==> src/rtl/reg_file_param.sv <==
`default_nettype none
// ============================================================================
//  Module   : reg_file_param
//  Purpose  : Parametrised two-read / one-write register file with registered
//             reads, optional write-first bypass, optional hardwired-zero
//             register 0, per-register written-since-reset tracking and a
//             saturating count of accepted writes.
//  Revision : 1.0 - initial release
// ============================================================================
module reg_file_param #(
    parameter int unsigned DATA_WIDTH = 8,
    parameter int unsigned ADDR_WIDTH = 3,
    parameter int unsigned ZERO_REG   = 0,
    parameter int unsigned BYPASS     = 1
) (
    input  logic                  CLK,
    input  logic                  RESET,
    input  logic                  WRITE_EN,
    input  logic [ADDR_WIDTH-1:0] WRITE_ADDR,
    input  logic [DATA_WIDTH-1:0] WRITE_DATA,
    input  logic                  READ_EN,
    input  logic [ADDR_WIDTH-1:0] READ_ADDR_A,
    input  logic [ADDR_WIDTH-1:0] READ_ADDR_B,
    output logic [DATA_WIDTH-1:0] OUT_A,
    output logic [DATA_WIDTH-1:0] OUT_B,
    output logic                  VALID_A,
    output logic                  VALID_B,
    output logic [15:0]           WRITE_COUNT
);

    localparam int unsigned DEPTH = 2 ** ADDR_WIDTH;
    localparam logic        c_zero_en   = (ZERO_REG != 0);
    localparam logic        c_bypass_en = (BYPASS != 0);
    // In zero-register mode register 0 counts as written from reset onwards.
    localparam logic [DEPTH-1:0] c_valid_rst = {{(DEPTH-1){1'b0}}, c_zero_en};
    localparam logic [15:0]      c_count_max = 16'hFFFF;

    logic [DATA_WIDTH-1:0] mem_q [DEPTH];
    logic [DEPTH-1:0]      valid_q;
    logic [15:0]           count_q;
    logic [15:0]           count_d;
    logic [DATA_WIDTH-1:0] out_a_q, out_a_d;
    logic [DATA_WIDTH-1:0] out_b_q, out_b_d;
    logic                  valid_a_q, valid_a_d;
    logic                  valid_b_q, valid_b_d;
    logic                  wr_accept_d;

    // A write is accepted unless it targets the hardwired-zero register.
    always_comb begin
        wr_accept_d = WRITE_EN && !(c_zero_en && (WRITE_ADDR == '0));
        count_d     = count_q;
        if (wr_accept_d && (count_q != c_count_max)) begin
            count_d = count_q + 16'd1;
        end
    end

    // Port A next value: zero register, then bypass, then stored contents.
    always_comb begin
        out_a_d   = mem_q[READ_ADDR_A];
        valid_a_d = valid_q[READ_ADDR_A];
        if (c_zero_en && (READ_ADDR_A == '0)) begin
            out_a_d   = '0;
            valid_a_d = 1'b1;
        end else if (c_bypass_en && wr_accept_d && (WRITE_ADDR == READ_ADDR_A)) begin
            out_a_d   = WRITE_DATA;
            valid_a_d = 1'b1;
        end
    end

    // Port B next value: same priority as port A.
    always_comb begin
        out_b_d   = mem_q[READ_ADDR_B];
        valid_b_d = valid_q[READ_ADDR_B];
        if (c_zero_en && (READ_ADDR_B == '0)) begin
            out_b_d   = '0;
            valid_b_d = 1'b1;
        end else if (c_bypass_en && wr_accept_d && (WRITE_ADDR == READ_ADDR_B)) begin
            out_b_d   = WRITE_DATA;
            valid_b_d = 1'b1;
        end
    end

    // Storage array, valid bits and write counter.
    always_ff @(posedge CLK or posedge RESET) begin
        if (RESET) begin
            for (int i = 0; i < DEPTH; i++) begin
                mem_q[i] <= '0;
            end
            valid_q <= c_valid_rst;
            count_q <= '0;
        end else begin
            if (wr_accept_d) begin
                mem_q[WRITE_ADDR]   <= WRITE_DATA;
                valid_q[WRITE_ADDR] <= 1'b1;
            end
            count_q <= count_d;
        end
    end

    // Registered read outputs, held while READ_EN is low.
    always_ff @(posedge CLK or posedge RESET) begin
        if (RESET) begin
            out_a_q   <= '0;
            out_b_q   <= '0;
            valid_a_q <= 1'b0;
            valid_b_q <= 1'b0;
        end else if (READ_EN) begin
            out_a_q   <= out_a_d;
            out_b_q   <= out_b_d;
            valid_a_q <= valid_a_d;
            valid_b_q <= valid_b_d;
        end
    end

    assign OUT_A       = out_a_q;
    assign OUT_B       = out_b_q;
    assign VALID_A     = valid_a_q;
    assign VALID_B     = valid_b_q;
    assign WRITE_COUNT = count_q;

endmodule
`default_nettype wire

==> config.mk <==
export PLATFORM = sky130hd
export DESIGN_NAME = reg_file_param
export DESIGN_NICKNAME = d
export VERILOG_FILES = /design/src/rtl/reg_file_param.sv
export SDC_FILE = /design/constraint.sdc
export NUM_CORES = 1
export LEC_CHECK = 0
export CAP_MARGIN = 30
export CORE_MARGIN = 2
export CORE_UTILIZATION = 64
export CTS_CLUSTER_DIAMETER = 200
export DETAILED_ROUTE_END_ITERATION = 7
export DONT_BUFFER_PORTS = 1
export GPL_TIMING_DRIVEN = 0
export PLACE_DENSITY = 0.8
export SYNTH_ARGS = -nofsm -noshare
export SYNTH_HDL_FRONTEND = slang
export SYNTH_SLANG_ARGS = --single-unit
export TNS_END_PERCENT = 50
==> constraint.sdc <==
create_clock -name CLK -period 4.5 [get_ports CLK]
set_input_delay 0.45 -clock CLK [delete_from_list [all_inputs] [get_ports CLK]]
set_output_delay 0.45 -clock CLK [all_outputs]
set_load 0.02 [all_outputs]
* After elaboration in Yosys (flattened, before gate mapping) *
Cells that the tools add are included.

word-level totals
  register bits after elaboration = 106
  output and inout port bits = 34

operators by class
  $add $sub $neg = 1
  magnitude comparators = 8
  eq/ne operators = 3
  multiplexer cells = 19
  bitwise operators = 4
  reductions and logical operators = 5

operator list
  operator                                                                      count
  64-bit bitwise mux                                                            1
  8-bit two-way mux                                                             7
  8-bit binary-select mux with 3-bit select                                     2
  8-bit demux with 3-bit select                                                 1
  16-bit by 1-bit adder with 16-bit output, second input constant               1
  16-bit != test, second input constant                                         1
  4-bit >= comparator, second input constant                                    3
  3-bit by 4-bit less-than comparator with 1-bit output, second input constant  3
  3-bit NOT with 4-bit output                                                   3
  8-bit OR                                                                      1
  1-bit binary-select mux with 3-bit select                                     2
  3-bit equality test                                                           2
  1-bit logical AND                                                             5
  1-bit two-way mux                                                             5
  4-bit by 1-bit less-than comparator with 1-bit output, second input constant  1
  1-bit demux with 3-bit select                                                 1
  3-bit by 1-bit >= comparator with 1-bit output, second input constant         1

* Depth between registers and ports, before layout *
Gate-level depths: netlist (run 1).

  depth in word-level cells = 6
  gate-level depth with buffers = 5

* Worst setup path after synthesis (run 1) *
No wires, ideal clock.

  path kind = flip-flop to flip-flop
  from = register count_q[0] (netlist: WRITE_COUNT[0])
  to = register count_q[1] (netlist: WRITE_COUNT[1])
  setup time = 0.125 ns
  arrival time = 1.715 ns
  required time = 4.375 ns
  path slack = 2.660 ns
  cell stages (with the launch flop) = 5
  buffers on the path = 0
  period minus slack after synthesis = 1.840 ns
  cells stage by stage = dfrtp_1 -> ha_1 -> nand4_2 -> o41ai_4 -> mux2_4

between the ends
  cells in the longest elaborated chain, start to end = 2

RTL lines
  item                                                                                              RTL line  source
  from (decl)                                                                                       40        logic [15:0] count_q;
  from (signal assigned)                                                                            96        count_q <= count_d;
  parallel branches: the longest is 2 deep, another holds 16-bit by 1-bit adder with 16-bit output  --

Several ways; the timed one is not identified.
A chain may end at the register's enable or synchronous reset.

* Worst setup path after layout (run 1) *
Ends and elaborated chain as after synthesis.

==> results.md, run 1 <==
* Syn nets at 420
* Ys flop type: dfrtp_1
* Die Width at 97.8 um
* Critical-path cell list: ha_1 -> nand4_2 -> o41ai_4 -> mux2_4
* Slew Limit Headroom at 0.408
* Global placer's final weighted congestion at 0.821
* DRC at 0
* Final min period at 2060 ps
* Ranking of synthesized cells by area: dfrtp_1 47%, mux4_2 14%, mux2_2 13%, mux2i_1 3.0%, nor2b_1 1.8%
* Final period util at 0.458
* GRT Total Usage at 0.280
* Crit path DAT at 2330 ps
* Skew final at 8.68 ps
* Slew @ Worst Pin at 888 ps
* Top cells by count, synth: 106 x dfrtp_1, 66 x mux2_2, 36 x mux4_2
* Seq/Total Area, Yosys at 0.471
* Vias/cell at 6.65
* Distinct cells, synth at 42
* CP Buf/Inv Count at 0
* Row count at 34
* Hold crit path type: primary input to asynchronous set/reset pin
* Number of I/O pins at 55
* Most common cell in the netlist: dfrtp_1
* Chip height at 97.8 um
* Layout cells sized above 1 at 0.381
* Setup slack, reg-to-reg at 2440 ps
* Post-Syn Area at 5630 um2
* Average wire per standard cell at 23.5 um
* Crit. Startpoint: WRITE_COUNT[0]
* Worst hold slack at -22.1 ps
* Final setup fails at 0
* Fmax at 485 MHz
* CP endpoint: WRITE_COUNT[1]
* WP depth at 4
* Final nets at 432
* Post-cts sizing count at 0
* Antenna cells at 0
* H-tree levels at 3
* TritonRoute pass-1 iters at 4
* Synth area leader: dfrtp_1
* Slowest stage delay, CP at 580 ps
* Post-CTS Hold Buffers at 0
* Final Hold Fails at 31
* Post-synthesis mux area share at 0.309
* Post-CTS setup buffer count at 0
* Max-slew violation count at 0
* Largest net degree at the start of global routing at 67
* Endpoint class of the critical path: flip-flop
* Starting Density at 0.652
* PwrDens at 430 nW/um2
* Inserted Clock Buffers at 9
* Number of global-route vias before repair at 3646
* Failing checks: hold timing
* Total design power at 2580 uW
* First-iteration detailed-routing DRC count at 234
* Area Overhead vs Synth at 6.64%
* Largest family of logic cells by synthesized area: multiplexers
* Complex-gate fraction of the synthesized area at 0.0542
* Grt ovf at 0
* Post-synth top area share at 0.471
* Post-synth EDFFs at 0
* Share of synthesized registers carrying an async set or reset at 1.00
* Cell area after layout at 6010 um2
* CTS tree: built
* Routed vias at 3476
* Post-route ant nets at 0
* YS warnings at 0
* Static Leak at 0.00247 uW
* Routed wire length at 12.3 mm
* Clk root buf: clkbuf_8
* CP Class: flip-flop to flip-flop
* Worst-path fanout max at 7
* Area after DPL at 5800 um2
* Clock-pin slew on the worst setup and hold paths at 100 ps
* Die Area at 9570 um2
* Core ar. at 8640 um2
* Mapped Cells at 398
* FF-to-FF End: WRITE_COUNT[1]
* Simple-gate share of the synthesized area at 0.115
* Seq cells post-synth at 106
* Clk sinks at 106
* Peak VDD IR at 0.265 mV
* Status: complete, but fails checks
* Max Buffers Root-to-Sink at 2
* Synth Area in XOR/XNOR at 0.0218
* Number of max-cap violations at 0
* Hpwl dp at 8.24 mm
* Crit-path slowest cell: dfrtp_1
* Initial antenna violation count at 0
* Post-Route Setup TNS at 0 ps
* RSZ-0062 raised after global routing: no
* Worst-case reg-to-reg path depth at 4
* Req. time, crit path at 4770 ps
* # port buffers at 0
* First-pass GRT wire length at 20.2 mm
* Synth Area in Adders at 0.00222
* Type of origin of the critical path: flip-flop
* Reg-to-reg critical path startpoint: WRITE_COUNT[0]
* Post-Syn Area per Cell at 14.2 um2
* Delay-heaviest family, CP: flip-flops
* Clock latency on the worst-skew pair at 370 ps
==> power by group <==
| part | switching [uW] | leakage [uW] | internal (uW) |
|---|---|---|---|
| registers | 262 | 0.00127 | 1150 |
| logic | 225 | 0.00109 | 321 |
| clock network | 344 | 0.000105 | 280 |
| total | 830 | 0.00247 | 1750 |
==> layer usage <==
layer	part of all wire	track usage	wire [um]	up-vias
li1	-	-	-	1526
met1	0.42	0.385	5110	1828
met2	0.51	0.454	6260	107
met3	0.062	0.0666	757	15
met4	0.014	0.0823	170	0
met5	0	0	0	-
==> stage by stage <==
step / std cells / util / worst slack, ps
global placement: 506 / 0.668 / 217
floorplan: 398 / - / 1260
detailed placement: 507 / 0.671 / 2410
CTS: 523 / 0.696 / 2470
finish: 523 / 0.696 / 2440
global route: 523 / 0.696 / 2340
==> sequential cells by signal, summed over array words and instances (netlist names) <==
| signal | cells |
|---|---|
| OUT_A | 8 |
| VALID_B | 1 |
| VALID_A | 1 |
| OUT_B | 8 |
| valid_q | 8 |
| mem_q | 64 |
| WRITE_COUNT | 16 |
==> cells by family (layout without fill, tap and decap cells) <==
kind of cell	Yosys count	count (layout)
buf+inv	28	45
compound gates	43	43
simple gates	86	86
fa+ha+maj	1	1
flops	106	106
mux	120	120
xor+xnor	14	14
==> placed cells by master (no fill, tap or decap), drive strengths merged <==
| cell | count |
|---|---|
| dfrtp | 106 |
| mux2 | 67 |
| mux4 | 36 |
| buf | 23 |
| mux2i | 17 |
| a21oi | 17 |
| nor2b | 16 |
| o21ai | 16 |
| nand3 | 12 |
| clkbuf | 12 |
| nand2 | 11 |
| xor2 | 10 |
| nand4 | 8 |
| nand2b | 7 |
| inv | 7 |
| nor2 | 6 |
| xnor2 | 4 |
| or2 | 4 |
| nor4 | 4 |
| o41ai | 3 |
| and3 | 3 |
| and2 | 3 |
| and4 | 3 |
| o21a | 3 |
| nand4b | 3 |
| nor3 | 2 |
| nor3b | 2 |
| o22a | 2 |
| o21ba | 1 |
| o211ai | 1 |
| nand3b | 1 |
| and4b | 1 |
| ha | 1 |
| clkinv | 1 |
| bufinv | 1 |
| clkinvlp | 1 |
==> area by class of cell <==
cell class	instances	area [um2]
multi-input cells	264	2830
inverters	4	17.5
well taps	108	135
fillers	608	2630
clock buffers	10	138
flip-flops and latches	106	2650
plain buffers	24	138
clock inverters	6	71.3
repair buffers	1	27.5
==> worst min-delay path by stage <==
| stage | from | end | slack, ps | cells past startpoint |
|---|---|---|---|---|
| 2_1_floorplan | valid_q[5] | valid_q[5] | 450 | 1 |
| 3_3_place_gp | valid_q[5] | valid_q[5] | 460 | 1 |
| 3_5_place_dp | RESET | mem_q[40] | 410 | 1 |
| 4_1_cts | RESET | mem_q[40] | 0.1 | 1 |
| 5_1_grt | RESET | mem_q[40] | 3 | 1 |
| 6_report | RESET | mem_q[40] | -20 | 1 |
No activity file was read; power rests on OpenSTA's default activity.
==> run 2: changes to the inputs <==
- clock period: 4.5 -> 1.9 ns (I/O delays scaled with it)
==> run 2 against run 1 <==
The run now ends clean. Maximum frequency up 13%. Via count up 0.55%. Cell area up 0.96%. Hold slack better by 150 ps. Sequential share of layout area down 0.38 points. Critical endpoint unchanged. Highest routed layer unchanged.
==> results.md, run 2 (synthesis results as in run 1) <==
* Status: finished, final reports clean
* Clock-pin slew on the worst setup and hold paths at 90 ps
* Starting Density at 0.652
* Slew @ Worst Pin at 900 ps
* Commonest cells after routing, fill and taps aside: 104 x dfrtp_1, 66 x mux2_2, 36 x mux4_2
* Worst hold slack at 129 ps
* Slew Limit Headroom at 0.400
* Final Hold Fails at 0
* Row count at 34
* Worst-case reg-to-reg path depth at 5
* Post-route insts no fill at 526
* H-tree levels at 3
* Initial antenna violation count at 0
* Commonest non-fill, non-tap cell in the layout: dfrtp_1
* CTS tree: built
* Routed vias at 3495
* Number of global-route vias before repair at 3603
* Final nets at 436
* Max Buffers Root-to-Sink at 2
* Static Leak at 0.00249 uW
* Routed wire length at 12.5 mm
* Endpoint class of the critical path: flip-flop
* Slowest stage delay, CP at 510 ps
* Die Area at 9570 um2
* Peak VDD IR at 0.524 mV
* Inserted Clock Buffers at 9
* Antenna cells at 0
* Clk root buf: clkbuf_8
* Delay-heaviest family, CP: flip-flops
* Clk sinks at 106
* Hold crit path type: primary input to flip-flop
* Fmax at 550 MHz
* Crit. Startpoint: WRITE_COUNT[0]
* Dpl ws at -135 ps
* Hpwl dp at 8.20 mm
* Max-slew violation count at 0
* Average wire per standard cell at 23.7 um
* Final period util at 0.957
* Area of the multi-input gates at 2840 um2
* Largest register FFs at 64
* GRT Total Usage at 0.280
* Chip height at 97.8 um
* Skew final at 15.1 ps
* Grt ovf at 0
* CP endpoint: WRITE_COUNT[1]
* # port buffers at 0
* Vias/cell at 6.64
* Total design power at 6190 uW
* First-pass GRT wire length at 20.4 mm
* Setup slack, reg-to-reg at 80 ps
* Core ar. at 8640 um2
* FF-to-FF End: WRITE_COUNT[1]
* Crit-path slowest cell: dfrtp_2
* CP Buf/Inv Count at 1
* DRC at 0
* PwrDens at 1020 nW/um2
* Fillers at 591
* Largest Register: mem_q
* RSZ-0062 raised after global routing: no
* Final setup fails at 0
* Req. time, crit path at 2160 ps
* First-iteration detailed-routing DRC count at 242
* Area Overhead vs Synth at 7.66%
* Layout cells sized above 1 at 0.392
* Reg-to-reg critical path startpoint: WRITE_COUNT[0]
* CP Class: flip-flop to flip-flop
* Crit path DAT at 2080 ps
* Global placer's final weighted congestion at 0.822
* Final min period at 1820 ps
* Worst-path fanout max at 7
* Largest net degree at the start of global routing at 45
* Total placed cells including tap cells at 508
* Die Width at 97.8 um
* Number of max-cap violations at 0
* Post-route ant nets at 0
* Critical-path cell list: ha_4 -> nand4_2 -> o41ai_4 -> buf_4 -> mux2_4
* WP depth at 5
* Clock latency on the worst-skew pair at 380 ps
* Register area at 2660 um2
* Type of origin of the critical path: flip-flop
* TritonRoute pass-1 iters at 4
* Number of I/O pins at 55
* Final setup margin at 81.1 ps
[run 2: layout make-up]
class,instances,share of cell area
Inverter,4,0.00309
Multi-Input combinational cell,264,0.469
Tap cell,108,0.0223
Buffer,24,0.0227
Timing Repair Buffer,5,0.0107
Clock buffer,11,0.0250
Sequential cell,106,0.438
Clock inverter,4,0.00970
[run 2: power breakdown]
group	switching, uW	internal [uW]	leakage [uW]	total, uW
sequential	634	2730	0.00127	3360
clock	822	692	0.000108	1510
combinational	529	783	0.00111	1310
[run 2: worst min path at each step]
| stage | from | endpoint | depth (start not counted) |
|---|---|---|---|
| 2_1_floorplan | valid_q[5] | valid_q[5] | 1 |
| 3_3_place_gp | valid_q[5] | valid_q[5] | 1 |
| 3_5_place_dp | RESET | mem_q[40] | 1 |
| 4_1_cts | WRITE_EN | WRITE_COUNT[6] | 3 |
| 5_1_grt | WRITE_EN | WRITE_COUNT[6] | 3 |
| 6_report | WRITE_EN | WRITE_COUNT[6] | 3 |
[run 2: tightest hold or removal path, stage by stage]
cell,delay [ps]
buf_6,130
nand3_1,80
xnor2_1,60
[run 2: timing repair]
action,CTS,global route
hold endpoints to repair,31,0
endpoints found under the setup margin,6,6
gates resized for setup,2,3
buffers inserted,0,2
hold buffers,1,0
pin swaps,1,1
[run 2: metal layers]
metal | global-route usage | share of wire | vias to the layer above
li1 | - | - | 1521
met1 | 0.392 | 0.41 | 1841
met2 | 0.457 | 0.51 | 116
met3 | 0.0508 | 0.053 | 17
met4 | 0.0833 | 0.018 | 0
met5 | 0 | 0 | -
[run 2: per-stage QoR]
stage | utilization | setup TNS (ps) | area (um2)
after global routing | 0.702 | 0 | 6060
after global placement | 0.668 | -8350 | 5770
after CTS | 0.699 | 0 | 6030
final | 0.702 | 0 | 6060
after detailed placement | 0.673 | -570 | 5810
after floorplan | - | 0 | 5640
==> run 3: changes to the inputs <==
- CORE_MARGIN: 2 -> default
==> run 3 against run 2 <==
Die area down 4.0%. Hold slack better by 3.1 ps. Clock power down 3%. Maximum frequency down 0.10%. Power down 0.34%. Critical path depth unchanged. Critical endpoint unchanged. Setup slack worse by 1.8 ps.
==> results.md, run 3 (synthesis results as in run 1) <==
* Die Width at 95.8 um
* Peak VDD IR at 0.584 mV
* Req. time, crit path at 2180 ps
* Routed wire length at 12.6 mm
* CP Class: flip-flop to flip-flop
* Inserted Clock Buffers at 9
* Final setup fails at 0
* Initial antenna violation count at 0
* Layout cells sized above 1 at 0.392
* Area Overhead vs Synth at 7.62%
* Core ar. at 8380 um2
* Final min period at 1820 ps
* Met2 WL post-DR at 6.54 mm
* Fillers at 565
* Endpoint class of the critical path: flip-flop
* First-iteration detailed-routing DRC count at 144
* Vias/cell at 6.76
* Status: finished, final reports clean
* Hpwl dp at 8.41 mm
* Post-route ant nets at 0
* WL met1 at 5.27 mm
* Hold crit path type: primary input to flip-flop
* Commonest non-fill, non-tap cell in the layout: dfrtp_1
* Static Leak at 0.00248 uW
* DRC at 0
* Total design power at 6170 uW
* Area of the multi-input gates at 2850 um2
* Sequential power share at 0.547
* # port buffers at 0
* Max-slew violation count at 0
* TritonRoute pass-1 iters at 5
* Chip height at 95.8 um
* Number of max-cap violations at 0
* Post-Route Setup TNS at 0 ps
* PwrDens at 1020 nW/um2
* Largest Register: mem_q
* Top Layer Used: met4
* Largest net degree at the start of global routing at 41
* Slew @ Worst Pin at 926 ps
* Comb pwr share at 0.215
* Clk root buf: clkbuf_8
* Final nets at 435
* H-tree levels at 3
* RSZ-0062 raised after global routing: no
* Type of origin of the critical path: flip-flop
* P_sw at 2110 uW
* Routed vias at 3538
* Max Buffers Root-to-Sink at 2
* Global placer's final weighted congestion at 0.822
* GRT Total Usage at 0.303
* CTS tree: built
* Routed wl met3 at 540 um
* Commonest cells after routing, fill and taps aside: 104 x dfrtp_1, 66 x mux2_2, 36 x mux4_2
* Final Hold Fails at 0
* Row count at 33
* Largest register FFs at 64
* Switch share at 0.343
* Average wire per standard cell at 24.1 um
* Grt ovf at 0
* Register area at 2660 um2
* Skew final at 15.0 ps
* Clk sinks at 106
* Final period util at 0.958
* Starting Density at 0.672
* Number of I/O pins at 55
* Die Area at 9180 um2
* First-pass GRT wire length at 19.8 mm
* Worst-path fanout max at 7
* Post-route insts no fill at 523
* Clock power share at 0.237
* Total placed cells including tap cells at 505
* Number of global-route vias before repair at 3672
* Slew Limit Headroom at 0.383
* Clock-pin slew on the worst setup and hold paths at 110 ps
* Antenna cells at 0
* Crit path DAT at 2100 ps
* Internal Pwr Total at 4050 uW
* Clock latency on the worst-skew pair at 390 ps
* Fmax at 549 MHz
[run 3: changes by cell type in the layout (fill, tap and decap cells not counted), sizes merged]
cell and change:
bufinv -1, buf -1, clkbuf -2, clkinv +1, inv +3
[run 3: critical path: stages, from the launching register on]
cell and delay (ps):
dfrtp_2 520, ha_4 210, nand4_4 130, o41ai_4 370, buf_4 190, mux2_4 300
[run 3: final timing paths]
path,start,end,slack (ps),cells past startpoint
max in group asynchronous,RESET,mem_q[42],590,4
worst max register to register,WRITE_COUNT[1],WRITE_COUNT[1],80,5
worst max-delay path,WRITE_COUNT[1],WRITE_COUNT[1],80,5
worst min register to register,valid_q[7],valid_q[7],500,1
min in group asynchronous,RESET,mem_q[40],420,2
worst min-delay path,WRITE_EN,WRITE_COUNT[6],130,3
[run 3: power groups by stage]
stage | Sequential [uW] | Clock, uW | Combinational, uW
3_3_place_gp | 3340 | 0 | 1240
6_report | 3370 | 1460 | 1330
5_1_grt | 3440 | 1540 | 1430
2_1_floorplan | 3250 | 0 | 1090
4_1_cts | 3350 | 1480 | 1300
3_5_place_dp | 3380 | 0 | 1300
[run 3: what timing repair did]
| action | in CTS | in global routing |
|---|---|---|
| resized for setup | 2 | 4 |
| buffers inserted | 0 | 1 |
| endpoints found under the setup margin | 6 | 4 |
| gates cloned | 0 | 0 |
| hold buffers | 1 | 0 |
| pin swaps | 1 | 2 |
| hold endpoints to repair | 36 | 0 |
[run 3: cell type report]
type / instances / area share
plain buffers: 24 / 0.0227
well taps: 105 / 0.0217
inverters: 4 / 0.00310
clock inverters: 7 / 0.0142
clock buffers: 9 / 0.0204
multi-input cells: 264 / 0.470
flip-flops and latches: 106 / 0.438
repair buffers: 4 / 0.00949
[run 3: layer usage]
layer | vias to the layer above | GRT usage
met5 | - | 0
met4 | 0 | 0.0970
met3 | 24 | 0.0671
met2 | 99 | 0.517
met1 | 1888 | 0.386
li1 | 1527 | -
[run 3: stage by stage]
step	setup slack [ps]	instance area (um2)	hold slack, ps	utilization
2_1_floorplan	60.2	5640	446	-
3_3_place_gp	-111	5770	461	0.688
3_5_place_dp	-114	5810	252	0.693
4_1_cts	30.2	6030	121	0.720
5_1_grt	24.9	6060	143	0.723
6_report	79.3	6060	132	0.723
